**src/rtl/axi_lite_byte_regs.sv**
```systemverilog
// Byte-addressable register file behind an AXI4-Lite slave, every byte exposed in parallel.
// One outstanding read and one outstanding write; hardware loads beat AXI and stall colliding writes.
package axi_lite_byte_regs_pkg;
  typedef struct packed {
    logic [31:0] addr;
    logic [2:0]  prot;
  } ax_chan_t;

  typedef struct packed {
    logic [31:0] data;
    logic [3:0]  strb;
  } w_chan_t;

  typedef struct packed {
    logic [1:0] resp;
  } b_chan_t;

  typedef struct packed {
    logic [31:0] data;
    logic [1:0]  resp;
  } r_chan_t;

  typedef struct packed {
    ax_chan_t aw;
    logic     aw_valid;
    w_chan_t  w;
    logic     w_valid;
    logic     b_ready;
    ax_chan_t ar;
    logic     ar_valid;
    logic     r_ready;
  } req_lite_t;

  typedef struct packed {
    logic    aw_ready;
    logic    w_ready;
    b_chan_t b;
    logic    b_valid;
    logic    ar_ready;
    r_chan_t r;
    logic    r_valid;
  } resp_lite_t;
endpackage

module axi_lite_byte_regs #(
  parameter int unsigned                   RegNumBytes  = 4,
  parameter int unsigned                   AxiAddrWidth = 32,
  parameter int unsigned                   AxiDataWidth = 32,
  parameter bit                            PrivProtOnly = 1'b0,
  parameter bit                            SecuProtOnly = 1'b0,
  parameter logic [RegNumBytes-1:0]        AxiReadOnly  = '0,
  parameter logic [RegNumBytes-1:0][7:0]   RegRstVal    = '0,
  parameter type                           req_lite_t   = axi_lite_byte_regs_pkg::req_lite_t,
  parameter type                           resp_lite_t  = axi_lite_byte_regs_pkg::resp_lite_t
) (
  input  logic                          clk_i,
  input  logic                          rst_i,
  input  req_lite_t                     axi_req_i,
  output resp_lite_t                    axi_resp_o,
  output logic [RegNumBytes-1:0]        wr_active_o,
  output logic [RegNumBytes-1:0]        rd_active_o,
  input  logic [RegNumBytes-1:0][7:0]   reg_d_i,
  input  logic [RegNumBytes-1:0]        reg_load_i,
  output logic [RegNumBytes-1:0][7:0]   reg_q_o
);
  localparam int unsigned StrbWidth = AxiDataWidth / 8;
  localparam int unsigned AddrLsb   = $clog2(StrbWidth);
  localparam int unsigned WordW     = AxiAddrWidth - AddrLsb;
  localparam int unsigned FullWords = RegNumBytes / StrbWidth;
  localparam int unsigned TailBytes = RegNumBytes % StrbWidth;
  localparam logic [1:0]  RespOkay   = 2'b00;
  localparam logic [1:0]  RespSlvErr = 2'b10;

  typedef logic [RegNumBytes-1:0][7:0] bytes_t;

  bytes_t                  reg_q, reg_d;
  logic                    b_valid_q, b_valid_d;
  logic [1:0]              b_resp_q, b_resp_d;
  logic                    r_valid_q, r_valid_d;
  logic [1:0]              r_resp_q, r_resp_d;
  logic [AxiDataWidth-1:0] r_data_q, r_data_d;

  logic [WordW-1:0]        wr_word, rd_word;
  logic [StrbWidth-1:0]    wr_lane_ok, rd_lane_ok;
  logic [RegNumBytes-1:0]  wr_strobed, wr_writable, wr_apply, rd_byte_hit;
  bytes_t                  wr_bytes;
  logic [AxiDataWidth-1:0] rd_contrib [RegNumBytes];
  logic [AxiDataWidth-1:0] rd_data;
  logic                    wr_prot_ok, wr_err, wr_stall, wr_fire;
  logic                    rd_prot_ok, rd_err, rd_ready, rd_fire;

  assign wr_word = axi_req_i.aw.addr[AxiAddrWidth-1:AddrLsb];
  assign rd_word = axi_req_i.ar.addr[AxiAddrWidth-1:AddrLsb];

  // A lane is backed by a register byte only if base+lane < RegNumBytes.
  for (genvar i = 0; i < StrbWidth; i++) begin : g_lane
    localparam bit HasTail = (i < TailBytes);
    assign wr_lane_ok[i] = (wr_word < WordW'(FullWords)) ||
                           (HasTail && (wr_word == WordW'(FullWords)));
    assign rd_lane_ok[i] = (rd_word < WordW'(FullWords)) ||
                           (HasTail && (rd_word == WordW'(FullWords)));
  end

  for (genvar k = 0; k < RegNumBytes; k++) begin : g_byte
    localparam int unsigned Lane = k % StrbWidth;
    localparam int unsigned Word = k / StrbWidth;
    assign wr_strobed[k]  = (wr_word == WordW'(Word)) && axi_req_i.w.strb[Lane];
    assign wr_bytes[k]    = axi_req_i.w.data[8*Lane +: 8];
    assign rd_byte_hit[k] = (rd_word == WordW'(Word));
    assign rd_contrib[k]  = rd_byte_hit[k] ? (AxiDataWidth'(reg_q[k]) << (8*Lane)) : '0;
  end

  assign wr_prot_ok  = !(PrivProtOnly && !axi_req_i.aw.prot[0]) &&
                       !(SecuProtOnly && axi_req_i.aw.prot[1]);
  assign rd_prot_ok  = !(PrivProtOnly && !axi_req_i.ar.prot[0]) &&
                       !(SecuProtOnly && axi_req_i.ar.prot[1]);
  assign wr_writable = wr_strobed & ~AxiReadOnly;

  // An empty strobe is a legal no-op; otherwise at least one byte must be writable.
  assign wr_err   = !wr_prot_ok ||
                    (|(axi_req_i.w.strb & ~wr_lane_ok)) ||
                    ((|axi_req_i.w.strb) && !(|wr_writable));
  assign wr_apply = wr_err ? '0 : wr_writable;
  assign wr_stall = |(wr_apply & reg_load_i);
  assign wr_fire  = !rst_i && axi_req_i.aw_valid && axi_req_i.w_valid && !wr_stall &&
                    (!b_valid_q || axi_req_i.b_ready);

  assign rd_err   = !rd_prot_ok || !(|rd_lane_ok);
  assign rd_ready = !rst_i && (!r_valid_q || axi_req_i.r_ready);
  assign rd_fire  = rd_ready && axi_req_i.ar_valid;

  always_comb begin
    rd_data = '0;
    for (int k = 0; k < RegNumBytes; k++) begin
      rd_data = rd_data | rd_contrib[k];
    end
  end

  always_comb begin
    reg_d = reg_q;
    for (int k = 0; k < RegNumBytes; k++) begin
      if (wr_fire && wr_apply[k]) reg_d[k] = wr_bytes[k];
      if (reg_load_i[k])          reg_d[k] = reg_d_i[k];
    end
  end

  always_comb begin
    b_valid_d = b_valid_q;
    b_resp_d  = b_resp_q;
    if (b_valid_q && axi_req_i.b_ready) b_valid_d = 1'b0;
    if (wr_fire) begin
      b_valid_d = 1'b1;
      b_resp_d  = wr_err ? RespSlvErr : RespOkay;
    end
  end

  always_comb begin
    r_valid_d = r_valid_q;
    r_resp_d  = r_resp_q;
    r_data_d  = r_data_q;
    if (r_valid_q && axi_req_i.r_ready) r_valid_d = 1'b0;
    if (rd_fire) begin
      r_valid_d = 1'b1;
      r_resp_d  = rd_err ? RespSlvErr : RespOkay;
      r_data_d  = rd_err ? '0 : rd_data;
    end
  end

  always_ff @(posedge clk_i) begin
    if (rst_i) begin
      reg_q     <= RegRstVal;
      b_valid_q <= 1'b0;
      b_resp_q  <= RespOkay;
      r_valid_q <= 1'b0;
      r_resp_q  <= RespOkay;
      r_data_q  <= '0;
    end else begin
      reg_q     <= reg_d;
      b_valid_q <= b_valid_d;
      b_resp_q  <= b_resp_d;
      r_valid_q <= r_valid_d;
      r_resp_q  <= r_resp_d;
      r_data_q  <= r_data_d;
    end
  end

  always_comb begin
    axi_resp_o          = '0;
    axi_resp_o.aw_ready = wr_fire;
    axi_resp_o.w_ready  = wr_fire;
    axi_resp_o.b_valid  = b_valid_q;
    axi_resp_o.b.resp   = b_resp_q;
    axi_resp_o.ar_ready = rd_ready;
    axi_resp_o.r_valid  = r_valid_q;
    axi_resp_o.r.resp   = r_resp_q;
    axi_resp_o.r.data   = r_data_q;
  end

  assign wr_active_o = wr_fire ? wr_apply : '0;
  assign rd_active_o = (rd_fire && !rd_err) ? rd_byte_hit : '0;
  assign reg_q_o     = reg_q;

  logic unused_bits;
  assign unused_bits = ^{axi_req_i.aw.addr[AddrLsb-1:0], axi_req_i.ar.addr[AddrLsb-1:0],
                         axi_req_i.aw.prot[2], axi_req_i.ar.prot[2]};
endmodule

```
**config.mk**
```make
export PLATFORM = sky130hd
export DESIGN_NAME = axi_lite_byte_regs
export DESIGN_NICKNAME = d
export VERILOG_FILES = /design/src/rtl/axi_lite_byte_regs.sv
export SDC_FILE = /design/constraint.sdc
export NUM_CORES = 1
export LEC_CHECK = 0
export CORE_MARGIN = 5
export CORE_UTILIZATION = 34
export DETAILED_ROUTE_END_ITERATION = 8
export PLACE_DENSITY = 0.78
export SLEW_MARGIN = 20
export SYNTH_ARGS = -nofsm -noshare
export SYNTH_HDL_FRONTEND = slang
export SYNTH_SLANG_ARGS = --single-unit
```
**constraint.sdc**
```tcl
create_clock -name clk_i -period 4.1 [get_ports clk_i]
set_input_delay 1.23 -clock clk_i [delete_from_list [all_inputs] [get_ports clk_i]]
set_output_delay 1.23 -clock clk_i [all_outputs]
set_load 0.02 [all_outputs]
```
==> flow_metrics.py <==
metrics = {
    "outcome": {
        "outcome": "finished clean",
    },
    "global_routing": {
        "grtUsageTotal_pct": 22.72,
        "grt_pass1_vias": 3939,
        "antenna_found_initial": 0,
        "grt_max_degree": 34,
        "grt_pass1_wl_um": 20310,
        "grt_remaining_overflow": 0,
    },
    "sta": {
        "slew_viol_final": 0,
        "tns_ns": 0,
        "worst_slew_pin_slew_ns": 0.6393,
        "period_share_pct": 98.77,
        "fin_skew_ns": 0.01083,
        "setup-violations-final": 0,
        "finalCriticalPeriod_ns": 4.050,
        "max_slew_margin_pct": 57.25,
        "whs_ns": 0.4596,
        "fmax_mhz": 246.9,
        "hold_viol_final": 0,
    },
    "floorplan": {
        "dieWidth_um": 105.6,
        "std_cell_rows": 34,
        "dieArea_mm2": 0.01115,
        "start_util_pct": 35.27,
        "chipHeight_um": 105.6,
        "io_pins": 230,
        "fp.coreArea_mm2": 0.008806,
    },
    "clock_network": {
        "holdBufCountCts": 0,
        "clkLatencyLatePin_ns": 0.35,
        "cts_max_path_buffers": 2,
        "h-tree-depth": 3,
        "cts_tree": "built",
        "clk_pin_slew_ns": 0.08,
        "cts_root_buf": "clkbuf_8",
        "cts.sinks": 68,
        "cts_made_buffers": 9,
    },
    "routing": {
        "wl_met2_um": 6527,
        "drt_wl_total_um": 13120,
        "drt_iter0_markers": 135,
        "wl_met3_um": 1163,
        "firstDrtPassIters": 4,
        "antenna_left": 0,
        "drc": 0,
        "vias": 3776,
        "wl_per_cell_um": 18.42,
        "m1WireLength_um": 5065,
        "maxUsedRoutingLayer": "met4",
        "avgViaCountPerCell": 5.303,
    },
    "min_path": {
        "whs_endpoint": "r_resp_q[1]",
        "hp-class": "flip-flop to flip-flop",
        "hp-start": "r_resp_q[1]",
        "min_path_cells": 2,
    },
    "logic_synthesis": {
        "synth_edf_count": 0,
        "yosysMostFrequentCell": "dfxtp_1",
        "synthTopCellsByCount": "dfxtp_1, nor2_1, a22oi_1",
        "synth_cells": 346,
        "yosys.area.top_type": "dfxtp_1",
        "ys.flop_type": "dfxtp_1",
        "seq_area_frac_synth_pct": 43.84,
        "synth_area_leaders": "dfxtp_1, a22oi_1, nor2_1, mux2i_1, a221oi_1",
        "avgSynthCellArea_um2": 8.975,
        "yosys_warnings": 0,
        "ys_async_sr_fraction_pct": 0,
        "ys_ff_latch": 68,
        "yosysUniqueCellTypes": 39,
        "syn_area_mm2": 0.003105,
        "synth_top_area_share_pct": 43.84,
    },
    "power_and_ir_drop": {
        "sequentialPowerShare_pct": 41.6,
        "combPwrFrac_pct": 21.2,
        "clockPowerShare_pct": 37.2,
        "switching_power_mw": 0.4508,
        "ir_drop_mv": 0.2166,
        "p_int_mw": 1.242,
        "p_sw_share_pct": 26.64,
        "p_leak_nw": 2.367,
        "power_density_mw_per_mm2": 281.9,
    },
    "layout": {
        "n_antenna_cell": 0,
        "area_delta_synth_final_pct": 93.35,
        "fin_util_pct": 68.19,
        "nFillCells": 713,
        "nNetsFinal": 748,
        "drive_gt1_share_pct": 18.54,
    },
    "setup_path": {
        "ff2ff_setup_slack_ns": 2.12,
        "crit_path_cell_trace": "dlygate4sd2_1 > nor4_4 > buf_4 > buf_4 > buf_4 > buf_4 > buf_4 > buf_4 > buf_4 > buf_4 > buf_4 > buf_4 > buf_4 > buf_4 > buf_4 > buf_4 > buf_4 > nand4_1 > buf_4 > nor2_4 > buf_4 > or3_1 > a21oi_1",
        "r2r-end": "reg_q_o[24]",
        "path_class": "primary input to flip-flop",
        "cp.arrival_ns": 4.34,
        "cp_common_cell": "buf_4",
        "r2r-start": "b_valid_q",
        "worstSetupEndpointType": "flip-flop",
        "worstPathMaxFanout": 9,
        "cp-start-kind": "primary input",
        "crit_slowest_cell": "or3_1",
        "max_stage_delay_ns": 0.35,
        "r2r_cells": 6,
        "critical_path_required_ns": 4.39,
    },
    "placed_design": {
        "gp_congestion": 0.7865,
        "port_buffers": 217,
        "hpwl_um": 9433,
    },
    "run": {
        "drv_cap": 0,
    },
}
## area by class of cell
class                           instances  area (um2)  area share (%)
Timing Repair Buffer                  278        2623           43.68
Inverter                               21       78.83           1.313
Multi-Input combinational cell        221        1584           26.38
Clock inverter                          7       98.84           1.646
Sequential cell                        68        1361           22.67
Clock buffer                            9       123.9           2.063
Tap cell                              108       135.1           2.250
## cell usage in the layout (no fill, tap or decap), types with 10 or more instances in the layout
cell type	count
o21ai_0	22
mux2i_1	16
a22oi_1	32
nor2_1	45
a221oi_1	16
a21oi_1	10
buf_4	58
inv_1	20
a41oi_1	16
clkdlybuf4s50_1	201
dfxtp_1	68
## timing repair
action / in CTS / in global routing
gates cloned: 0 / 2
setup buffers: 18 / 6
pin swaps: 22 / 10
endpoints found under the setup margin: 10 / 43
gates resized for setup: 40 / 35
## flip-flops by register name (all words and copies together), names as in the netlist
signal     cells
b_resp_q       1
r_resp_q       1
r_data_q      32
b_valid_q      1
reg_q_o       32
r_valid_q      1
## how the worst max path moves through the flow
stage	startpoint	endpoint	slack (ns)	cells after the start
3_5_place_dp	axi_req_i[82]	wr_active_o[2]	-0.54	6
2_1_floorplan	rst_i	rd_active_o[1]	0.15	6
4_1_cts	axi_req_i[92]	wr_active_o[2]	-0.07	6
3_3_place_gp	axi_req_i[86]	wr_active_o[2]	-0.51	6
5_1_grt	axi_req_i[108]	axi_resp_o[40]	-0.01	8
6_report	axi_req_i[96]	b_resp_q[1]	0.05	23
## logic make-up after synthesis
kind of cell    share of synthesized area [%]
flops                                   43.84
mux                                     5.157
simple gates                            16.72
buf+inv                                 8.622
compound gates                          25.54
other cells                            0.1208
## through the flow
step,area [um2],worst slack [ns],total power [mW],std cells
final,6005,0.05035,1.692,712
after global routing,6005,-0.01449,1.762,712
after CTS,5862,-0.06847,1.694,704
after detailed placement,5492,-0.5370,1.058,670
after global placement,5492,-0.5145,1.052,670
after floorplan,3110,0.1531,0.8360,347
## critical path: cells and delay by family
family | cells | cell delay, ns
and+or+nand+nor | 4 | 0.53
buffers and inverters | 18 | 2.45
AOI/OAI and AO/OA | 1 | 0.12
## power by group through the flow
stage	logic [mW]	clock network, mW	registers [mW]
after floorplan	0.0919	0	0.744
after global placement	0.334	0	0.718
after detailed placement	0.339	0	0.718
after CTS	0.348	0.642	0.704
after global routing	0.382	0.674	0.707
final	0.358	0.630	0.704
## routing by layer
| layer | track usage [%] | up-vias |
|---|---|---|
| met1 | 25.80 | 1764 |
| met2 | 39.39 | 192 |
| met3 | 8.007 | 27 |
| met4 | 8.233 | 0 |
| met5 | 0 | - |
| li1 | - | 1793 |
No activity file was read; power rests on OpenSTA's default activity.
